--- src/rtl/mem_access_unit_pkg.sv ---
// Shared types for the memory-access / write-back stage: FSM states,
// write-back select encodings and a helper for word-offset width.
package mem_access_unit_pkg;

    typedef enum logic [1:0] {
        IDLE = 2'd0,
        REQ  = 2'd1,
        WAIT = 2'd2
    } state_t;

    localparam logic [2:0] WB_ALU  = 3'd0;
    localparam logic [2:0] WB_MDR  = 3'd1;
    localparam logic [2:0] WB_PC   = 3'd2;
    localparam logic [2:0] WB_IMM  = 3'd3;
    localparam logic [2:0] WB_COMP = 3'd4;

    // Number of byte-offset bits inside one memory word.
    function automatic int unsigned off_bits(input int unsigned data_w);
        return $clog2(data_w / 8);
    endfunction

endpackage

--- src/rtl/mem_wait_timer.sv ---
// Wait-state counter for one memory access: cleared when a request is issued,
// counts un-acknowledged WAIT cycles and flags the final allowed one.
module mem_wait_timer #(
    parameter int unsigned MAX_WAIT = 15
) (
    input  logic CLK,
    input  logic resetN,
    input  logic i_clear,
    input  logic i_enable,
    output logic o_expired_c
);

    localparam int unsigned CNT_W = $clog2(MAX_WAIT + 1);

    logic [CNT_W-1:0] r_count;

    // Saturates at MAX_WAIT rather than wrapping.
    always_ff @(posedge CLK or negedge resetN) begin
        if (!resetN) begin
            r_count <= '0;
        end else if (i_clear) begin
            r_count <= '0;
        end else if (i_enable && (r_count != CNT_W'(MAX_WAIT))) begin
            r_count <= r_count + CNT_W'(1);
        end
    end

    // High in the WAIT cycle whose increment brings the count to MAX_WAIT.
    assign o_expired_c = i_enable && (r_count == CNT_W'(MAX_WAIT - 1));

endmodule

--- src/rtl/mem_access_unit.sv ---
// Memory-access and write-back stage of the multicycle core: request/ready
// handshake with wait-state timeout, IR/MDR capture and registered write-back mux.
module mem_access_unit
    import mem_access_unit_pkg::*;
#(
    parameter int unsigned DATA_W   = 16,
    parameter int unsigned ADDR_W   = 16,
    parameter int unsigned MAX_WAIT = 15
) (
    input  logic              CLK,
    input  logic              resetN,
    input  logic              startRead,
    input  logic              startWrite,
    input  logic              irLoad,
    input  logic              addrSel,
    input  logic [DATA_W-1:0] pc,
    input  logic [DATA_W-1:0] aluOut,
    input  logic [DATA_W-1:0] storeData,
    input  logic [DATA_W-1:0] immGen,
    input  logic [DATA_W-1:0] compOut,
    input  logic [2:0]        wbSel,
    output logic [ADDR_W-1:0] memAddr,
    output logic              memRe,
    output logic              memWe,
    output logic [DATA_W-1:0] memWData,
    input  logic [DATA_W-1:0] memRData,
    input  logic              memReady,
    output logic              busy,
    output logic              done,
    output logic              fault,
    output logic [DATA_W-1:0] instruction,
    output logic [DATA_W-1:0] mdr,
    output logic [DATA_W-1:0] wbData
);

    localparam int unsigned OFF_W = off_bits(DATA_W);

    state_t            r_state;
    state_t            w_state_nxt;

    logic [ADDR_W-1:0] w_byte_addr;
    logic [ADDR_W-1:0] r_mem_addr;
    logic [DATA_W-1:0] r_wdata;
    logic              r_is_read;
    logic              r_ir_load;
    logic              r_misalign;

    logic              r_re;
    logic              r_we;
    logic              r_busy;
    logic              r_done;
    logic              r_fault;
    logic [DATA_W-1:0] r_ir;
    logic [DATA_W-1:0] r_mdr;
    logic [DATA_W-1:0] r_wb;
    logic [DATA_W-1:0] w_wb_nxt;

    logic              w_start;
    logic              w_issue;
    logic              w_complete;
    logic              w_timeout;
    logic              w_misfault;
    logic              w_timer_clr;
    logic              w_timer_en;
    logic              w_expired;

    assign w_byte_addr = addrSel ? ADDR_W'(aluOut) : ADDR_W'(pc);

    assign w_timer_clr = (r_state == REQ);
    assign w_timer_en  = (r_state == WAIT) && !memReady;

    mem_wait_timer #(
        .MAX_WAIT    (MAX_WAIT)
    ) u_wait_timer (
        .CLK         (CLK),
        .resetN      (resetN),
        .i_clear     (w_timer_clr),
        .i_enable    (w_timer_en),
        .o_expired_c (w_expired)
    );

    // State register.
    always_ff @(posedge CLK or negedge resetN) begin
        if (!resetN) begin
            r_state <= IDLE;
        end else begin
            r_state <= w_state_nxt;
        end
    end

    // Next state and per-cycle events; memReady wins over the timeout.
    always_comb begin
        w_state_nxt = r_state;
        w_start     = 1'b0;
        w_issue     = 1'b0;
        w_complete  = 1'b0;
        w_timeout   = 1'b0;
        w_misfault  = 1'b0;
        case (r_state)
            IDLE: begin
                if (startRead || startWrite) begin
                    w_start     = 1'b1;
                    w_state_nxt = REQ;
                end
            end
            REQ: begin
                if (r_misalign) begin
                    w_misfault  = 1'b1;
                    w_state_nxt = IDLE;
                end else begin
                    w_issue     = 1'b1;
                    w_state_nxt = WAIT;
                end
            end
            WAIT: begin
                if (memReady) begin
                    w_complete  = 1'b1;
                    w_state_nxt = IDLE;
                end else if (w_expired) begin
                    w_timeout   = 1'b1;
                    w_state_nxt = IDLE;
                end
            end
            default: begin
                w_state_nxt = IDLE;
            end
        endcase
    end

    // Access latch, strobes, status pulses and IR/MDR capture.
    always_ff @(posedge CLK or negedge resetN) begin
        if (!resetN) begin
            r_mem_addr <= '0;
            r_wdata    <= '0;
            r_is_read  <= 1'b0;
            r_ir_load  <= 1'b0;
            r_misalign <= 1'b0;
            r_re       <= 1'b0;
            r_we       <= 1'b0;
            r_busy     <= 1'b0;
            r_done     <= 1'b0;
            r_fault    <= 1'b0;
            r_ir       <= '0;
            r_mdr      <= '0;
        end else begin
            r_busy  <= (w_state_nxt != IDLE);
            r_done  <= w_complete;
            r_fault <= w_misfault | w_timeout;

            if (w_start) begin
                r_mem_addr <= ADDR_W'(w_byte_addr >> OFF_W);
                r_wdata    <= storeData;
                r_is_read  <= startRead;
                r_ir_load  <= irLoad;
                r_misalign <= |w_byte_addr[OFF_W-1:0];
            end

            if (w_issue) begin
                r_re <= r_is_read;
                r_we <= !r_is_read;
            end else if (w_complete || w_timeout) begin
                r_re <= 1'b0;
                r_we <= 1'b0;
            end

            if (w_complete && r_is_read) begin
                if (r_ir_load) begin
                    r_ir <= memRData;
                end else begin
                    r_mdr <= memRData;
                end
            end
        end
    end

    // Write-back source select; unused encodings fall back to the ALU result.
    always_comb begin
        w_wb_nxt = aluOut;
        case (wbSel)
            WB_ALU:  w_wb_nxt = aluOut;
            WB_MDR:  w_wb_nxt = r_mdr;
            WB_PC:   w_wb_nxt = pc;
            WB_IMM:  w_wb_nxt = immGen;
            WB_COMP: w_wb_nxt = compOut;
            default: w_wb_nxt = aluOut;
        endcase
    end

    always_ff @(posedge CLK or negedge resetN) begin
        if (!resetN) begin
            r_wb <= '0;
        end else begin
            r_wb <= w_wb_nxt;
        end
    end

    assign memAddr     = r_mem_addr;
    assign memRe       = r_re;
    assign memWe       = r_we;
    assign memWData    = r_wdata;
    assign busy        = r_busy;
    assign done        = r_done;
    assign fault       = r_fault;
    assign instruction = r_ir;
    assign mdr         = r_mdr;
    assign wbData      = r_wb;

endmodule
--- config.mk ---
export PLATFORM = sky130hd
export DESIGN_NAME = mem_access_unit
export DESIGN_NICKNAME = d
export VERILOG_FILES = /design/src/rtl/mem_access_unit_pkg.sv /design/src/rtl/mem_wait_timer.sv /design/src/rtl/mem_access_unit.sv
export SDC_FILE = /design/constraint.sdc
export NUM_CORES = 1
export LEC_CHECK = 0
export ABC_CLOCK_PERIOD_IN_PS = 1700
export CORE_UTILIZATION = 38
export CTS_CLUSTER_DIAMETER = 100
export DETAILED_ROUTE_END_ITERATION = 7
export GPL_TIMING_DRIVEN = 0
export PLACE_DENSITY = 0.77
export SLEW_MARGIN = 10
export SYNTH_ARGS = -nofsm -noshare
export SYNTH_HDL_FRONTEND = slang
export SYNTH_SLANG_ARGS = --single-unit
--- constraint.sdc ---
create_clock -name CLK -period 1.7 [get_ports CLK]
set_input_delay 0.425 -clock CLK [delete_from_list [all_inputs] [get_ports CLK]]
set_output_delay 0.425 -clock CLK [all_outputs]
set_load 0.01 [all_outputs]
# Yosys cells after proc, flatten, opt, wreduce, memory -nomap -nowiden

Index checks and enable logic that the tools add are counted.
Widths: inputs -> output; s select.

Bitwise operators: 2
Multiplexer cells: 23
$add $sub $neg: 1
Reductions and logical operators: 14
Equal/unequal tests: 8

Operator list:

| kind                | number |
|---|---|
| $pmux 16 s4         | 1 |
| $mux 16             | 1 |
| $mux 1              | 14 |
| $mux 2              | 4 |
| $mux 4              | 2 |
| $eq 3x2->1 const B  | 2 |
| $pmux 2 s3          | 1 |
| $reduce_bool 2->1   | 3 |
| $add 4x1->4 const B | 1 |
| $eq 4x4->1 const B  | 1 |
| $logic_and 1x1->1   | 4 |
| $ne 4x4->1 const B  | 1 |
| $reduce_and 2->1    | 2 |
| $eq 3x1->1 const B  | 1 |
| $eq 3x3->1 const B  | 1 |
| $eq 2x1->1 const B  | 1 |
| $eq 2x2->1 const B  | 1 |
| $logic_not 1->1     | 2 |
| $logic_not 2->1     | 1 |
| $logic_or 1x1->1    | 2 |
| $not 1->1           | 1 |
| $or 1x1->1          | 1 |

Output and inout port bits: 85
Bits in registers: 93

# Logic depth before layout (Yosys ltp)

Word-level depth: 9
Gate-level depth with buffers: 8
Gate-level depth less buffers: 6

# Modules after synthesis

Synthesis repeated with hierarchy kept, for this count alone.

Cells, all modules: 330
Area total of the unflattened synthesis: 4,335.4 um^2

Modules (own cells, without submodules):

| module          | cells each | area an instance (um^2) | times used |
|---|---|---|---|
| mem_access_unit | 307        | 4,075.2                 | 1 |
| mem_wait_timer  | 23         | 260.2                   | 1 |

# Worst setup path after synthesis

OpenSTA, ideal clock, no wires.

Path kind: flip-flop to flip-flop
Start: register r_state[0]
End: register r_mdr[10], in the netlist mdr[10]
Library setup time: 125 ps
Stages on the path, launching flop included: 7
Setup slack: 125 ps
Path buffers: 2
Data required time: 1,575 ps
Arrival: 1,450 ps
Cell sequence: dfrtp_1 -> and3b_1 -> buf_6 -> nand2_4 -> nor2_4 -> buf_8 -> mux2_2

Word-level cells in the longest chain between the ends: 4

RTL lines:

| what                              | line                   | source |
|---|---|---|
| start: declaration                | mem_access_unit.sv:38  | `state_t r_state;` |
| start signal: assignment          | mem_access_unit.sv:87  | `r_state <= w_state_nxt;` |
| $eq 2x2->1                        | mem_access_unit.sv:99  | `case (r_state)` |
| $mux 1                            | mem_access_unit.sv:99  |  |
| net w_complete                    | mem_access_unit.sv:60  | `logic w_complete;` |
| $logic_and 1x1->1                 | mem_access_unit.sv:166 | `if (w_complete && r_is_read) begin` |
| $reduce_and 2->1 (no source line) | n/a                    |  |
| end signal: assignment            | mem_access_unit.sv:170 | `r_mdr <= memRData;` |
| end: declaration                  | mem_access_unit.sv:54  | `logic [DATA_W-1:0] r_mdr;` |

The timed path passes the listed nets, and every way through them passes these cells.
A chain may end at the register's enable or synchronous reset.

# Final worst setup path

Start: register r_wb[9], in the netlist wbData[9]
End: output port wbData[9]

RTL lines:

| what                     | line                   | source |
|---|---|---|
| start: declaration       | mem_access_unit.sv:55  | `logic [DATA_W-1:0] r_wb;` |
| start signal: assignment | mem_access_unit.sv:193 | `r_wb <= w_wb_nxt;` |
| end: declaration         | mem_access_unit.sv:33  | `output logic [DATA_W-1:0] wbData` |

No word-level cell between the ends.

==> reports/qor.yml <==
outcome:
  status: "complete, no violations"
timing:
  fin_tns_setup_ns: 0
  fin_ws_ns: 0.0229
  worst_pin_slew_ns: 0.608
  slew_viol_final: 0
  min_period_ns: 1.68
  finalClockSkew_ns: 0.00959
  rsz0062_at_grt: "yes"
  hold_viol: 0
  fmax_mhz: 596
  setup_viol: 0
  post-route-period-util: 0.987
  relSlewSlack: 0.595
  hold_slack_ns: 0.0524
placed_design:
  preCtsSetupSlack_ns: -0.679
  routabilityCongestion: 0.825
  dp_hpwl_mm: 9.82
  place_area_um2: 6320
  placedCellCount: 654
  port_buffers: 187
logic_synthesis:
  netlist-cell-type-count: 42
  synthesis.nets: 434
  synth_area_um2: 4250
  yosysSeqAreaShare: 0.548
  ys_warn_count: 0
  synth.top_cell.area_share: 0.548
  ys.flop_type: "dfrtp_1"
  synth_area_leaders: "dfrtp_1 55%, mux2_2 12%, mux2i_1 3.8%"
  synth_enable_flop_cells: 0
  ys_ff_latch: 93
  synth_top_area_cell: "dfrtp_1"
  synth.most_common_cell: "dfrtp_1"
  synthArstFlopShare: 1.00
  avgSynthCellArea_um2: 13.0
  synthTopCellsByCount: "93 x dfrtp_1, 44 x mux2_2, 21 x nor2_1, 17 x a21oi_1"
  syn_inst: 326
die:
  die_h_um: 108
  start_util: 0.390
  core_area_um2: 10900
  fp-row-count: 38
  die_x_um: 108
  io_pins: 191
  die_area_um2: 11600
drt:
  drt-initial-drc-count: 142
  wl_per_cell_um: 19.2
  finalWirelength_mm: 13.2
  drtAntennaViolNets: 0
  dr.pass1.iters: 4
  drc_errors: 0
  avgViaCountPerCell: 5.12
  vias: 3527
cells_and_area:
  nets: 652
  layout.cells.non_filler: 689
  antenna_cells: 0
  drive_gt1_frac: 0.248
  fin_area_um2: 6880
  fillers: 870
  area_growth_pct: 61.8
critical_path:
  cp_max_fo: 1
  slowest_stage: "clkdlybuf4s50_1"
  end_kind: "output pin"
  r2r_setup_slack_ns: 0.02
  startpoint_type: "flop"
  criticalPathCategory: "flop to output pin"
  critPathRequiredTime_ns: 1.27
  critPathTopFamily: "buffers and inverters"
  worstPathArrival_ns: 1.25
  path_buf_inv: 1
  max_stage_delay_ns: 0.56
  cp_cell_sequence: "clkdlybuf4s50_1"
global_route:
  grt_pass1_vias: 3633
  grt_pass1_wl_mm: 19.4
  overflow: 0
  grt_max_degree: 50
  track_usage: 0.226
  antenna_found_initial: 0
power:
  leakagePower_uw: 0.00331
  power.density_nw_per_um2: 1340
  vdd_drop_max_mv: 0.767
hold_path:
  min_path_type: "input port to async pin"
clock_network:
  cts-htree-levels: 3
  postCtsHoldBufs: 0
  clk_path_buf_depth: 2
  cts_tree: "done"
  worstSkewPairLatency_ns: 0.37
  clkTransAtPathRegs_ns: 0.10
  cts_buffers: 9
  cts_sinks: 93
  root_buffer: "clkbuf_8"
flow_run:
  maxCapViolations: 0
==> layout by cell type, fill, tap and decap left out, drive strengths merged, types with 3 or more instances in the layout <==
cell           instances
dlymetal6s2s          32
a22oi                 16
a21oi                 17
buf                   40
o32ai                 16
nand2b                 3
clkbuf                17
nand2                  4
o22ai                 16
inv                    3
o21a                  16
mux2                  49
nor2                  22
clkdlybuf4s50        111
mux2i                 16
nand3                  4
dlygate4sd2           43
dfrtp                 93
bufinv                 3
==> stage by stage <==
stage                     power [uW]   util
after global placement          7510  0.578
after detailed placement        7620  0.581
final                           9240  0.632
after CTS                       9290  0.610
after global routing            9740  0.632
after floorplan                 5360      -
==> cell families after synthesis <==
group,Yosys count,share of synthesized area
flip-flops,93,0.548
AO/OA/AOI/OAI,91,0.166
multiplexers,65,0.170
AND/OR/NAND/NOR,43,0.0577
buffers and inverters,29,0.0477
adder cells (fa/ha/maj),2,0.00589
XOR/XNOR,2,0.00412
other,1,0.000882
==> report_power, final <==
part,internal [uW],switching [uW]
Combinational,2180,1710
Sequential,3040,476
Clock,1010,812
Total,6240,3000
==> routing by layer <==
metal  vias up  part of all wire  wire length (um)  global-route usage
met4         0             0.035               461               0.111
met2       122              0.51              6670               0.375
li1       1640                 -                 -                   -
met3        35             0.049               645              0.0400
met1      1730              0.41              5420               0.283
met5         -                 0                 0                   0
==> registers in the layout, summed over array words and instances (netlist names) <==
register and count:
r_ir_load 1, memRe 1, mdr 16, r_state 2, memWData 16, wbData 16
memAddr 15, fault 1, memWe 1, instruction 16, r_misalign 1, r_is_read 1
done 1, busy 1, u_wait_timer.r_count 4
==> final timing paths <==
check	cells past startpoint	end	startpoint
max	1	wbData[9]	wbData[9]
min	1	wbData[7]	resetN
max reg2reg	6	mdr[9]	r_state[0]
min reg2reg	1	instruction[6]	instruction[6]
max in group asynchronous	2	r_state[0]	resetN
min in group CLK	3	wbData[15]	wbSel[1]
==> final cells by class <==
cell class	instances	area [um2]	area share
multi-input combinational	204	1780	0.259
buffer	26	208	0.0302
inverter	3	11.3	0.00164
clock inverter	6	110	0.0160
timing repair buffer	207	2130	0.309
tap	140	175	0.0255
sequential	93	2330	0.339
clock buffer	10	138	0.0200
==> what timing repair did <==
item / 4_1_cts / 5_1_grt
endpoints found under the setup margin: 99 / 63
pin swaps: 2 / 2
resized for setup: 49 / 45
setup buffers: 10 / 6
cloned: 1 / 2
(Power assumes the default switching activity.)
